## config.mk

```make
export PLATFORM = sky130hd
export DESIGN_NAME = mem_access_unit
export DESIGN_NICKNAME = d
export VERILOG_FILES = /design/src/rtl/mem_access_unit.sv
export SDC_FILE = /design/constraint.sdc
export NUM_CORES = 1
export LEC_CHECK = 0
export CAP_MARGIN = 30
export CORE_AREA = 2 2 171 173
export CTS_CLUSTER_DIAMETER = 150
export DETAILED_ROUTE_END_ITERATION = 16
export DIE_AREA = 0 0 173 175
export PLACE_DENSITY_LB_ADDON = 0.1
export SLEW_MARGIN = 10
export SYNTH_ARGS = -nofsm -noshare
export SYNTH_HDL_FRONTEND = slang
export SYNTH_SLANG_ARGS = --single-unit
```

## constraint.sdc

```tcl
create_clock -name clk -period 6.5 [get_ports clk]
set_input_delay 1.3 -clock clk [delete_from_list [all_inputs] [get_ports clk]]
set_output_delay 1.3 -clock clk [all_outputs]
set_load 0.03 [all_outputs]
```

## src/rtl/mem_access_unit.sv

```systemverilog
// mem_access_unit
// Sequential load/store router between the core LSU and DEVICE_COUNT
// memory-mapped device windows. One request is accepted per handshake in
// IDLE, decoded to the highest-index window that contains the address,
// driven to that device as a byte-enabled transaction held until dev_ack
// (or until the timeout expires), and answered with a single-cycle response.
//
// Ports
//   clk, rst_n               clock, synchronous active-low reset
//   req_*                    LSU request (valid/ready handshake, we, unit,
//                            signed, byte address, right-aligned store data)
//   rsp_*                    one-cycle response: extended load data and the
//                            access-fault / misaligned flags
//   dev_req/we/be/addr/wd    per-device transaction outputs, flat vectors
//                            (device i occupies slice i of each vector)
//   dev_ack/rd               per-device completion and read word
//   dev_ro                   per-device read-only window flag
//   dev_addr_start/end       per-device inclusive window bounds

module mem_access_unit #(
    parameter int DEVICE_COUNT   = 2,
    parameter int TIMEOUT_CYCLES = 16
) (
    input  logic                      clk,
    input  logic                      rst_n,
    input  logic                      req_valid,
    output logic                      req_ready,
    input  logic                      req_we,
    input  logic [1:0]                req_unit,
    input  logic                      req_signed,
    input  logic [31:0]               req_addr,
    input  logic [31:0]               req_wd,
    output logic                      rsp_valid,
    output logic [31:0]               rsp_rd,
    output logic                      rsp_access_fault,
    output logic                      rsp_addr_misaligned,
    output logic [DEVICE_COUNT-1:0]   dev_req,
    output logic [DEVICE_COUNT-1:0]   dev_we,
    output logic [4*DEVICE_COUNT-1:0] dev_be,
    output logic [30*DEVICE_COUNT-1:0] dev_addr,
    output logic [32*DEVICE_COUNT-1:0] dev_wd,
    input  logic [DEVICE_COUNT-1:0]   dev_ack,
    input  logic [32*DEVICE_COUNT-1:0] dev_rd,
    input  logic [DEVICE_COUNT-1:0]   dev_ro,
    input  logic [32*DEVICE_COUNT-1:0] dev_addr_start,
    input  logic [32*DEVICE_COUNT-1:0] dev_addr_end
);

    localparam int IW = (DEVICE_COUNT > 1) ? $clog2(DEVICE_COUNT) : 1;
    localparam int CW = $clog2(TIMEOUT_CYCLES);

    typedef enum logic [1:0] {ST_IDLE, ST_WAIT, ST_RESP} state_t;

    state_t        state;
    logic [CW-1:0] timeout_cnt;
    logic [IW-1:0] sel_idx;
    logic [29:0]   r_addr;
    logic [3:0]    r_be;
    logic [31:0]   r_wd;
    logic          r_we;
    logic [1:0]    r_unit;
    logic          r_signed;

    logic          hit;
    logic [IW-1:0] hit_idx;
    logic [31:0]   win_start;
    logic [31:0]   offset;
    logic [3:0]    dec_be;
    logic [31:0]   dec_wd;
    logic          dec_misaligned;
    logic          dec_illegal;

    logic [31:0]   sel_rd;
    logic          sel_ack;
    logic [7:0]    rd_byte;
    logic [15:0]   rd_half;
    logic [31:0]   rd_ext;

    // Window decode. Later (higher-index) hits overwrite earlier ones, so the
    // highest overlapping window wins. With no hit win_start stays 0 and the
    // offset degenerates to the raw address, which only feeds the alignment
    // check in that case.
    always_comb begin
        hit       = 1'b0;
        hit_idx   = '0;
        win_start = '0;
        for (int i = 0; i < DEVICE_COUNT; i++) begin
            if (req_addr >= dev_addr_start[32*i +: 32] &&
                req_addr <= dev_addr_end[32*i +: 32]) begin
                hit       = 1'b1;
                hit_idx   = IW'(i);
                win_start = dev_addr_start[32*i +: 32];
            end
        end
        offset = req_addr - win_start;
    end

    // Big-endian lane selection: offset 0 is the most significant byte.
    // Store data is replicated across lanes; the byte enables pick the lane.
    always_comb begin
        dec_be         = '0;
        dec_wd         = '0;
        dec_misaligned = 1'b0;
        dec_illegal    = 1'b0;
        case (req_unit)
            2'b00: begin
                dec_be = 4'b1000 >> offset[1:0];
                dec_wd = {4{req_wd[7:0]}};
            end
            2'b01: begin
                dec_be         = offset[1] ? 4'b0011 : 4'b1100;
                dec_wd         = {2{req_wd[15:0]}};
                dec_misaligned = offset[0];
            end
            2'b10: begin
                dec_be         = 4'b1111;
                dec_wd         = req_wd;
                dec_misaligned = |offset[1:0];
            end
            default: dec_illegal = 1'b1;
        endcase
    end

    // Read path: pick the chosen device's word and ack, then pull the lane
    // named by the registered byte enables down to bit 0 and extend it.
    always_comb begin
        sel_rd  = '0;
        sel_ack = 1'b0;
        for (int i = 0; i < DEVICE_COUNT; i++) begin
            if (sel_idx == IW'(i)) begin
                sel_rd  = dev_rd[32*i +: 32];
                sel_ack = dev_ack[i];
            end
        end
        case (r_be)
            4'b1000: rd_byte = sel_rd[31:24];
            4'b0100: rd_byte = sel_rd[23:16];
            4'b0010: rd_byte = sel_rd[15:8];
            default: rd_byte = sel_rd[7:0];
        endcase
        rd_half = r_be[3] ? sel_rd[31:16] : sel_rd[15:0];
        case (r_unit)
            2'b00:   rd_ext = {{24{r_signed & rd_byte[7]}}, rd_byte};
            2'b01:   rd_ext = {{16{r_signed & rd_half[15]}}, rd_half};
            default: rd_ext = sel_rd;
        endcase
    end

    // Only the chosen device sees a transaction, and only while waiting for
    // its ack; every other slice is held at zero.
    always_comb begin
        dev_req  = '0;
        dev_we   = '0;
        dev_be   = '0;
        dev_addr = '0;
        dev_wd   = '0;
        for (int i = 0; i < DEVICE_COUNT; i++) begin
            if (state == ST_WAIT && sel_idx == IW'(i)) begin
                dev_req[i]           = 1'b1;
                dev_we[i]            = r_we;
                dev_be[4*i +: 4]     = r_be;
                dev_addr[30*i +: 30] = r_addr;
                dev_wd[32*i +: 32]   = r_wd;
            end
        end
    end

    assign req_ready = (state == ST_IDLE);

    // Control FSM. Faulted decodes skip WAIT and answer on the next cycle;
    // misalignment takes precedence over every access-fault cause.
    always_ff @(posedge clk) begin
        if (!rst_n) begin
            state               <= ST_IDLE;
            timeout_cnt         <= '0;
            sel_idx             <= '0;
            r_addr              <= '0;
            r_be                <= '0;
            r_wd                <= '0;
            r_we                <= 1'b0;
            r_unit              <= '0;
            r_signed            <= 1'b0;
            rsp_valid           <= 1'b0;
            rsp_rd              <= '0;
            rsp_access_fault    <= 1'b0;
            rsp_addr_misaligned <= 1'b0;
        end else begin
            rsp_valid <= 1'b0;
            case (state)
                ST_IDLE: begin
                    if (req_valid) begin
                        if (dec_misaligned) begin
                            rsp_valid           <= 1'b1;
                            rsp_rd              <= '0;
                            rsp_access_fault    <= 1'b0;
                            rsp_addr_misaligned <= 1'b1;
                            state               <= ST_RESP;
                        end else if (dec_illegal || !hit || (req_we && dev_ro[hit_idx])) begin
                            rsp_valid           <= 1'b1;
                            rsp_rd              <= '0;
                            rsp_access_fault    <= 1'b1;
                            rsp_addr_misaligned <= 1'b0;
                            state               <= ST_RESP;
                        end else begin
                            sel_idx     <= hit_idx;
                            r_addr      <= offset[31:2];
                            r_be        <= dec_be;
                            r_wd        <= dec_wd;
                            r_we        <= req_we;
                            r_unit      <= req_unit;
                            r_signed    <= req_signed;
                            timeout_cnt <= '0;
                            state       <= ST_WAIT;
                        end
                    end
                end
                ST_WAIT: begin
                    if (sel_ack) begin
                        rsp_valid           <= 1'b1;
                        rsp_rd              <= r_we ? 32'd0 : rd_ext;
                        rsp_access_fault    <= 1'b0;
                        rsp_addr_misaligned <= 1'b0;
                        timeout_cnt         <= '0;
                        state               <= ST_RESP;
                    end else if (timeout_cnt == CW'(TIMEOUT_CYCLES - 1)) begin
                        rsp_valid           <= 1'b1;
                        rsp_rd              <= '0;
                        rsp_access_fault    <= 1'b1;
                        rsp_addr_misaligned <= 1'b0;
                        timeout_cnt         <= '0;
                        state               <= ST_RESP;
                    end else begin
                        timeout_cnt <= timeout_cnt + CW'(1);
                    end
                end
                default: begin
                    timeout_cnt         <= '0;
                    rsp_rd              <= '0;
                    rsp_access_fault    <= 1'b0;
                    rsp_addr_misaligned <= 1'b0;
                    state               <= ST_IDLE;
                end
            endcase
        end
    end

endmodule

```

==> metrics.cfg, run 1 <==
[sta]
timing.final.crit_share_pct = 96.36
post-route-min-period_ns = 6.263
setup-violations-final = 0
rsz_0062_raised_after_global_routing = false
fin_max_slew_vios = 0
max_slew_margin_pct = 45.00
finalClockSkew_ns = 0.01626
worst-slew-pin-transition_ns = 0.8250
max_freq_mhz = 159.7
hold_viol = 0

[global_routing]
grt-busiest-layer = met2
grt_util_met1_pct = 30.78
grt_util_met2_pct = 44.40
wire_length_of_the_first_global_routing_pass_microns = 61600
global_route.usage.met3_pct = 4.112
grt_antenna_before_repair = 1
grt_overflow = 0
first_global_vias = 11660
track_usage_pct = 24.97
largest_net_degree_at_the_start_of_global_routing = 85

[cts]
ctsResizeCount = 0
tritoncts.num_buffers = 9
clk_pin_slew_worst_paths_ns = 0.08
cts_setup_buffers = 0
cts-htree-levels = 3
clockBufferDepth = 2
ctsHoldBuffers = 0
cts.sinks = 112
cts_tree = built
clockRootBuffer = clkbuf_16
clkLatencyLatePin_ns = 0.35

[yosys]
ys_seq_area_share_pct = 19.50
yosysWarnings = 0
postSynth.topFlopCell = dfxtp_1
synth_top_cells_by_area = dfxtp_1 (19%), ha_1 (18%), mux2i_1 (8.3%)
syn-instance-count = 1465
syn-cell-area_sq_um = 11500
synthArstFlopShare_pct = 0
mappedNetlistNets = 1897
synth_largest_type_area_fraction_pct = 19.50
syn_avg_cell_area_sq_um = 7.850
ys_ff_latch = 112
synth_edf_count = 0
netlist.top_cell.by_area = dfxtp_1
yosys.cell_types.count = 72

[flow_run]
max_cap_viol_count = 0

[hold_path]
hold_path_class = register to register
hold_depth = 1

[floorplan]
die_height_microns = 175
design.die.area_sq_um = 30280
die_w_microns = 173
placement_rows = 62
coreArea_sq_um = 28390
initial_core_util_pct = 40.50
design.portCount = 439

[routing]
drt_wl_total_microns = 39530
post_drt_via_cell_ratio = 5.357
drc = 0
detail-route-antenna-nets = 0
dr.pass1.iters = 6
drtIter0Drc = 710
detailroute.via_count = 12080
detail_route.wl_per_cell_microns = 17.53

[cells_and_area]
final_cell_area_sq_um = 16590
num_antenna_cells = 0
top_library_cells_by_usage_in_the_layout_fill_and_taps_aside = clkdlybuf4s50_1 (437), ha_1 (164), inv_1 (152)
final_layout_size_suffix_gt1_share_pct = 3.688
nFillCells = 2713
fin_util_pct = 58.44
layout.cells.most_common = clkdlybuf4s50_1
areaGrowthSynthToFinish_pct = 44.28
layout.nets = 2299

[worst_setup_path]
worstPathArrival_ns = 6.50
r2r_depth = 6
worst_setup_path_start_kind = input pin
criticalPathCategory = input pin to register
worstPathRequired_ns = 6.74
cp-end-kind = register
path_max_fanout = 41

[placed_design]
placement.io_buffers = 438
instance_area_after_placement_sq_um = 16300
globalplace.congestion = 0.8924
hpwl_microns = 32670

[power_and_ir_drop]
ir_drop_v = 0.0001377
pwr_density_cell_nw_per_um2 = 146.2
leakage_dissipation_nw = 7.154

[outcome]
status = finished, final reports clean

-- power breakdown --
part	switching (mW)	leakage (nW)	internal [mW]
sequential	0.0365	0.906	0.718
clock	0.262	0.146	0.300
combinational	0.580	6.10	0.528
total	0.879	7.15	1.55
-- final timing paths --
kind	slack (ns)	endpoint	startpoint
worst max-delay path	0.24	r_addr[5]	req_addr[7]
worst min-delay path	0.46	rsp_rd[14]	rsp_rd[14]
worst max register to register	2.84	rsp_rd[28]	sel_idx
worst min register to register	0.46	rsp_rd[14]	rsp_rd[14]
-- synthesized netlist by cell type (6+ instances only) --
master	n
ha_1	164
inv_1	152
dfxtp_1	112
nand2_1	96
mux2i_1	95
nor2_1	81
a21oi_1	75
and2_1	71
and3_1	70
nor2b_1	69
clkbuf_1	56
a22oi_1	46
o21ai_0	46
a22o_1	28
a21o_1	26
nor3_1	24
nand3_1	23
nand4_1	23
a221oi_1	21
xnor2_1	18
nand2b_1	12
a211oi_1	11
o22ai_1	10
xor2_1	10
a21boi_1	8
a222oi_1	8
o21a_1	8
o21bai_1	8
o21ai_1	7
buf_2	6
buf_6	6
-- metal layers --
metal  vias to the layer above  wire, microns  part of all wire (%)
met5                         -             14                 0.035
met3                        54           2305                   5.8
li1                       6033              -                     -
met2                       400          19270                    49
met4                         2            949                   2.4
met1                      5591          16990                    43
-- flip-flops by register name, summed over array words and instances (netlist names) --
| signal | count |
|---|---|
| r_wd | 32 |
| rsp_rd | 32 |
| r_addr | 30 |
| r_be | 4 |
| timeout_cnt | 4 |
| r_unit | 2 |
| state | 2 |
| r_signed | 1 |
| r_we | 1 |
| rsp_access_fault | 1 |
| rsp_addr_misaligned | 1 |
| rsp_valid | 1 |
| sel_idx | 1 |
-- area by class of cell --
type | instances | area, sq um | share of cell area, %
clock buffer | 9 | 225.2 | 1.357
sequential | 112 | 2246 | 13.54
multi-input combinational | 1121 | 8293 | 49.98
inverter | 153 | 574.3 | 3.461
clock inverter | 6 | 66.31 | 0.3997
timing repair buffer | 470 | 4707 | 28.37
tap | 384 | 480.5 | 2.896
-- critical path, stage by stage --
cell and delay, ns:
clkdlybuf4s50_1 0.57, ha_1 0.40, nand4_1 0.21, a2111oi_0 0.69, nor4_1 0.15, a211oi_2 0.30
nor3_2 0.10, buf_12 0.16, a22o_1 0.18, ha_1 0.21, fa_1 0.57, inv_1 0.09
a22o_1 0.20, and2_0 0.18, nor2_1 0.15, o21ai_1 0.16, nor3_4 0.26, buf_12 0.31
mux2i_1 0.22, nor2b_1 0.06
-- per-stage QoR --
stage | setup slack [ns] | std cells | hold WS (ns) | TNS, ns | power (mW)
final | 0.2367 | 2255 | 0.4588 | 0 | 2.426
after global routing | 0.02134 | 2255 | 0.4748 | 0 | 2.584
after CTS | 0.2091 | 2255 | 0.4613 | 0 | 2.441
after detailed placement | -0.1545 | 2240 | 0.4424 | -8.112 | 1.876
after global placement | -0.008460 | 2237 | 0.4364 | -0.03063 | 1.849
after floorplan | 0.8589 | 1465 | 0.4322 | 0 | 1.442
-- cell families after synthesis --
group	Yosys count	share of synthesized area (%)
buffers and inverters	232	8.617
XOR/XNOR	28	2.132
adder cells (fa/ha/maj)	165	18.02
AO/OA/AOI/OAI	340	20.52
multiplexers	95	8.269
flip-flops	112	19.50
AND/OR/NAND/NOR	493	22.95
Note: power is estimated with default switching activity, not from simulation.
==> inputs of run 2 (changes only) <==
- PLACE_DENSITY: default -> 0.75
- PLACE_DENSITY_LB_ADDON: 0.1 -> default
==> run 2 against run 1 <==
  * Global-route usage increased by 2.3 points
  * Largest cell class unchanged
  * Cell area increased by 0.79%
  * Cell count increased by 0.93%
  * Via count increased by 2.4%
  * Utilization increased by 0.46 points
  * Critical path depth increased by 1
  * Largest power group unchanged
==> metrics.cfg, run 2 (same netlist as run 1, synthesis figures left out) <==
[worst_setup_path]
worstPathRequired_ns = 6.79  ; +0.05 ns
cp-end-kind = register
worst_r2r_endpoint = rsp_rd[25]
cells_traversed_along_the_worst_timing_path = clkdlybuf4s50_1, ha_1, nand4_1, a2111oi_0, nor4_1, a211oi_2, nor3_2, buf_4, a22o_1, ha_1, fa_1, nor2b_1, o211ai_1, a21oi_1, o2111ai_1, a41oi_1, o41ai_2, o21ai_0, xor2_1, mux2i_1, nor2b_1
r2r_depth = 6  ; unchanged
r2r-start = sel_idx
setup.reg_to_reg.worst_slack_ns = 2.77  ; -0.07 ns
criticalPathCategory = input pin to register
cp_num_buf_inv = 2  ; -2
delay_of_the_slowest_cell_on_the_worst_path_ns = 0.64  ; -0.05 ns
path_max_fanout = 18  ; -56%
cp_slowest_cell = a2111oi_0
worst_path_dominant_cell_family = compound AO/OA/AOI/OAI gates
worstPathArrival_ns = 6.46  ; -0.04 ns
worst_setup_path_start_kind = input pin

[cts]
clkLatencyLatePin_ns = 0.36  ; about the same
clockRootBuffer = clkbuf_16
cts-htree-levels = 3  ; unchanged
cts_tree = built
clockBufferDepth = 2  ; unchanged
cts.sinks = 112  ; unchanged
ctsHoldBuffers = 0  ; unchanged
tritoncts.num_buffers = 9  ; unchanged
clk_pin_slew_worst_paths_ns = 0.08  ; about the same
cts_setup_buffers = 0  ; unchanged
ctsResizeCount = 0  ; unchanged

[floorplan]
initial_core_util_pct = 40.50  ; unchanged
die_w_microns = 173  ; unchanged
design.portCount = 439  ; unchanged
coreArea_sq_um = 28390  ; unchanged
die_height_microns = 175  ; unchanged
design.die.area_sq_um = 30280  ; unchanged
placement_rows = 62  ; unchanged

[global_routing]
largest_net_degree_at_the_start_of_global_routing = 85  ; unchanged
track_usage_pct = 27.30  ; +2.3 points
first_global_vias = 12270  ; +5.3%
wire_length_of_the_first_global_routing_pass_microns = 66240  ; +7.5%
grt_overflow = 0  ; unchanged
grt_antenna_before_repair = 0  ; -1

[sta]
hold_ws_ns = 0.4552  ; -0.003677 ns
setup-violations-final = 0  ; unchanged
rsz_0062_raised_after_global_routing = false
max_slew_margin_pct = 49.57  ; +4.6 points
fin_ws_ns = 0.3297  ; +0.09301 ns
max_freq_mhz = 162.1  ; +1.5%
timing.final.crit_share_pct = 94.93  ; -1.4 points
worst-slew-pin-transition_ns = 0.7564  ; -0.06855 ns
finalClockSkew_ns = 0.01220  ; -0.004056 ns
post-route-min-period_ns = 6.170  ; -0.09301 ns
fin_max_slew_vios = 0  ; unchanged
hold_viol = 0  ; unchanged

[placed_design]
globalplace.congestion = 0.9830  ; +10%
dp_cells = 2260  ; +0.89%
instance_area_after_placement_sq_um = 16410  ; +0.69%
preCtsSetupSlack_ns = -0.03249  ; +0.1220 ns
hpwl_microns = 35820  ; +9.6%
placement.io_buffers = 438  ; unchanged

[power_and_ir_drop]
ir_drop_v = 0.0001027  ; -25%
pwr_density_cell_nw_per_um2 = 146.3  ; +0.10%
report.power.total_mw = 2.447  ; +0.90%
leakage_dissipation_nw = 7.252  ; +1.4%

[cells_and_area]
final_layout_size_suffix_gt1_share_pct = 4.704  ; +1.0 points
num_antenna_cells = 0  ; unchanged
final_cell_area_sq_um = 16720  ; +0.79%
fin_cells = 2276  ; +0.93%
layout_top_registers = r_wd x32, rsp_rd x32, r_addr x30
top_library_cells_by_usage_in_the_layout_fill_and_taps_aside = clkdlybuf4s50_1 (437), ha_1 (164), inv_1 (152)
layout.nets = 2319  ; +0.87%
layout.cells.most_common = clkdlybuf4s50_1
areaGrowthSynthToFinish_pct = 45.42

[flow_run]
max_cap_viol_count = 0  ; unchanged

[routing]
post_drt_via_cell_ratio = 5.435  ; +1.4%
drt_wl_total_microns = 43240  ; +9.4%
drtIter0Drc = 908  ; +28%
detail-route-antenna-nets = 0  ; unchanged
detail_route.wl_per_cell_microns = 19.00  ; +8.4%
drc = 0  ; unchanged
dr.pass1.iters = 5  ; -1
detailroute.via_count = 12370  ; +2.4%

[hold_path]
worstHoldStart = rsp_rd[8]
hold_path_class = register to register
hold_end = rsp_rd[8]
hold_depth = 1  ; unchanged

[outcome]
status = finished, final reports clean

==> run 2: how the worst max path moves through the flow <==
stage / endpoint / start / cells after the start / slack (ns)
2_1_floorplan: r_addr[28] / dev_addr_end[63] / 23 / 0.86
3_3_place_gp: r_addr[7] / req_addr[4] / 21 / 0.03
3_5_place_dp: r_addr[10] / req_addr[4] / 21 / -0.03
4_1_cts: r_addr[10] / req_addr[4] / 21 / 0.32
5_1_grt: r_addr[10] / req_addr[11] / 21 / 0.02
6_report: r_addr[28] / req_addr[4] / 21 / 0.33
==> run 2: per-stage QoR <==
| stage | util [%] | setup TNS, ns |
|---|---|---|
| floorplan | - | 0 |
| global placement | 57.78 | 0 |
| detailed placement | 57.81 | -0.1720 |
| CTS | 58.84 | 0 |
| global route | 58.90 | 0 |
| finish | 58.90 | 0 |
==> run 2: worst register-to-register path, cell delays in order (launching register included) <==
cell	delay (ns)
dfxtp_4	0.74
buf_4	0.66
mux2i_1	0.38
or4b_2	0.94
a211oi_2	0.53
buf_4	0.28
a22o_1	0.15
==> run 2: layout make-up <==
cell class,instances,area (sq um)
Clock buffer,11,242.7
Clock inverter,5,50.05
Fill cell,2563,11670
Inverter,153,574.3
Multi-Input combinational cell,1121,8310
Sequential cell,112,2246
Tap cell,384,480.5
Timing Repair Buffer,490,4820
==> run 2: routing by layer <==
layer | track usage [%] | vias up | routed length [microns]
li1 | - | 6050 | -
met3 | 4.852 | 82 | 2765
met5 | 0 | - | 0
met4 | 10.42 | 0 | 1435
met1 | 30.93 | 5746 | 17190
met2 | 50.75 | 491 | 21860
==> run 2: where the power goes <==
group | internal [mW] | switching [mW] | leakage, nW | total [mW]
combinational | 0.541 | 0.599 | 6.21 | 1.14
sequential | 0.718 | 0.0406 | 0.906 | 0.759
clock | 0.278 | 0.271 | 0.139 | 0.549
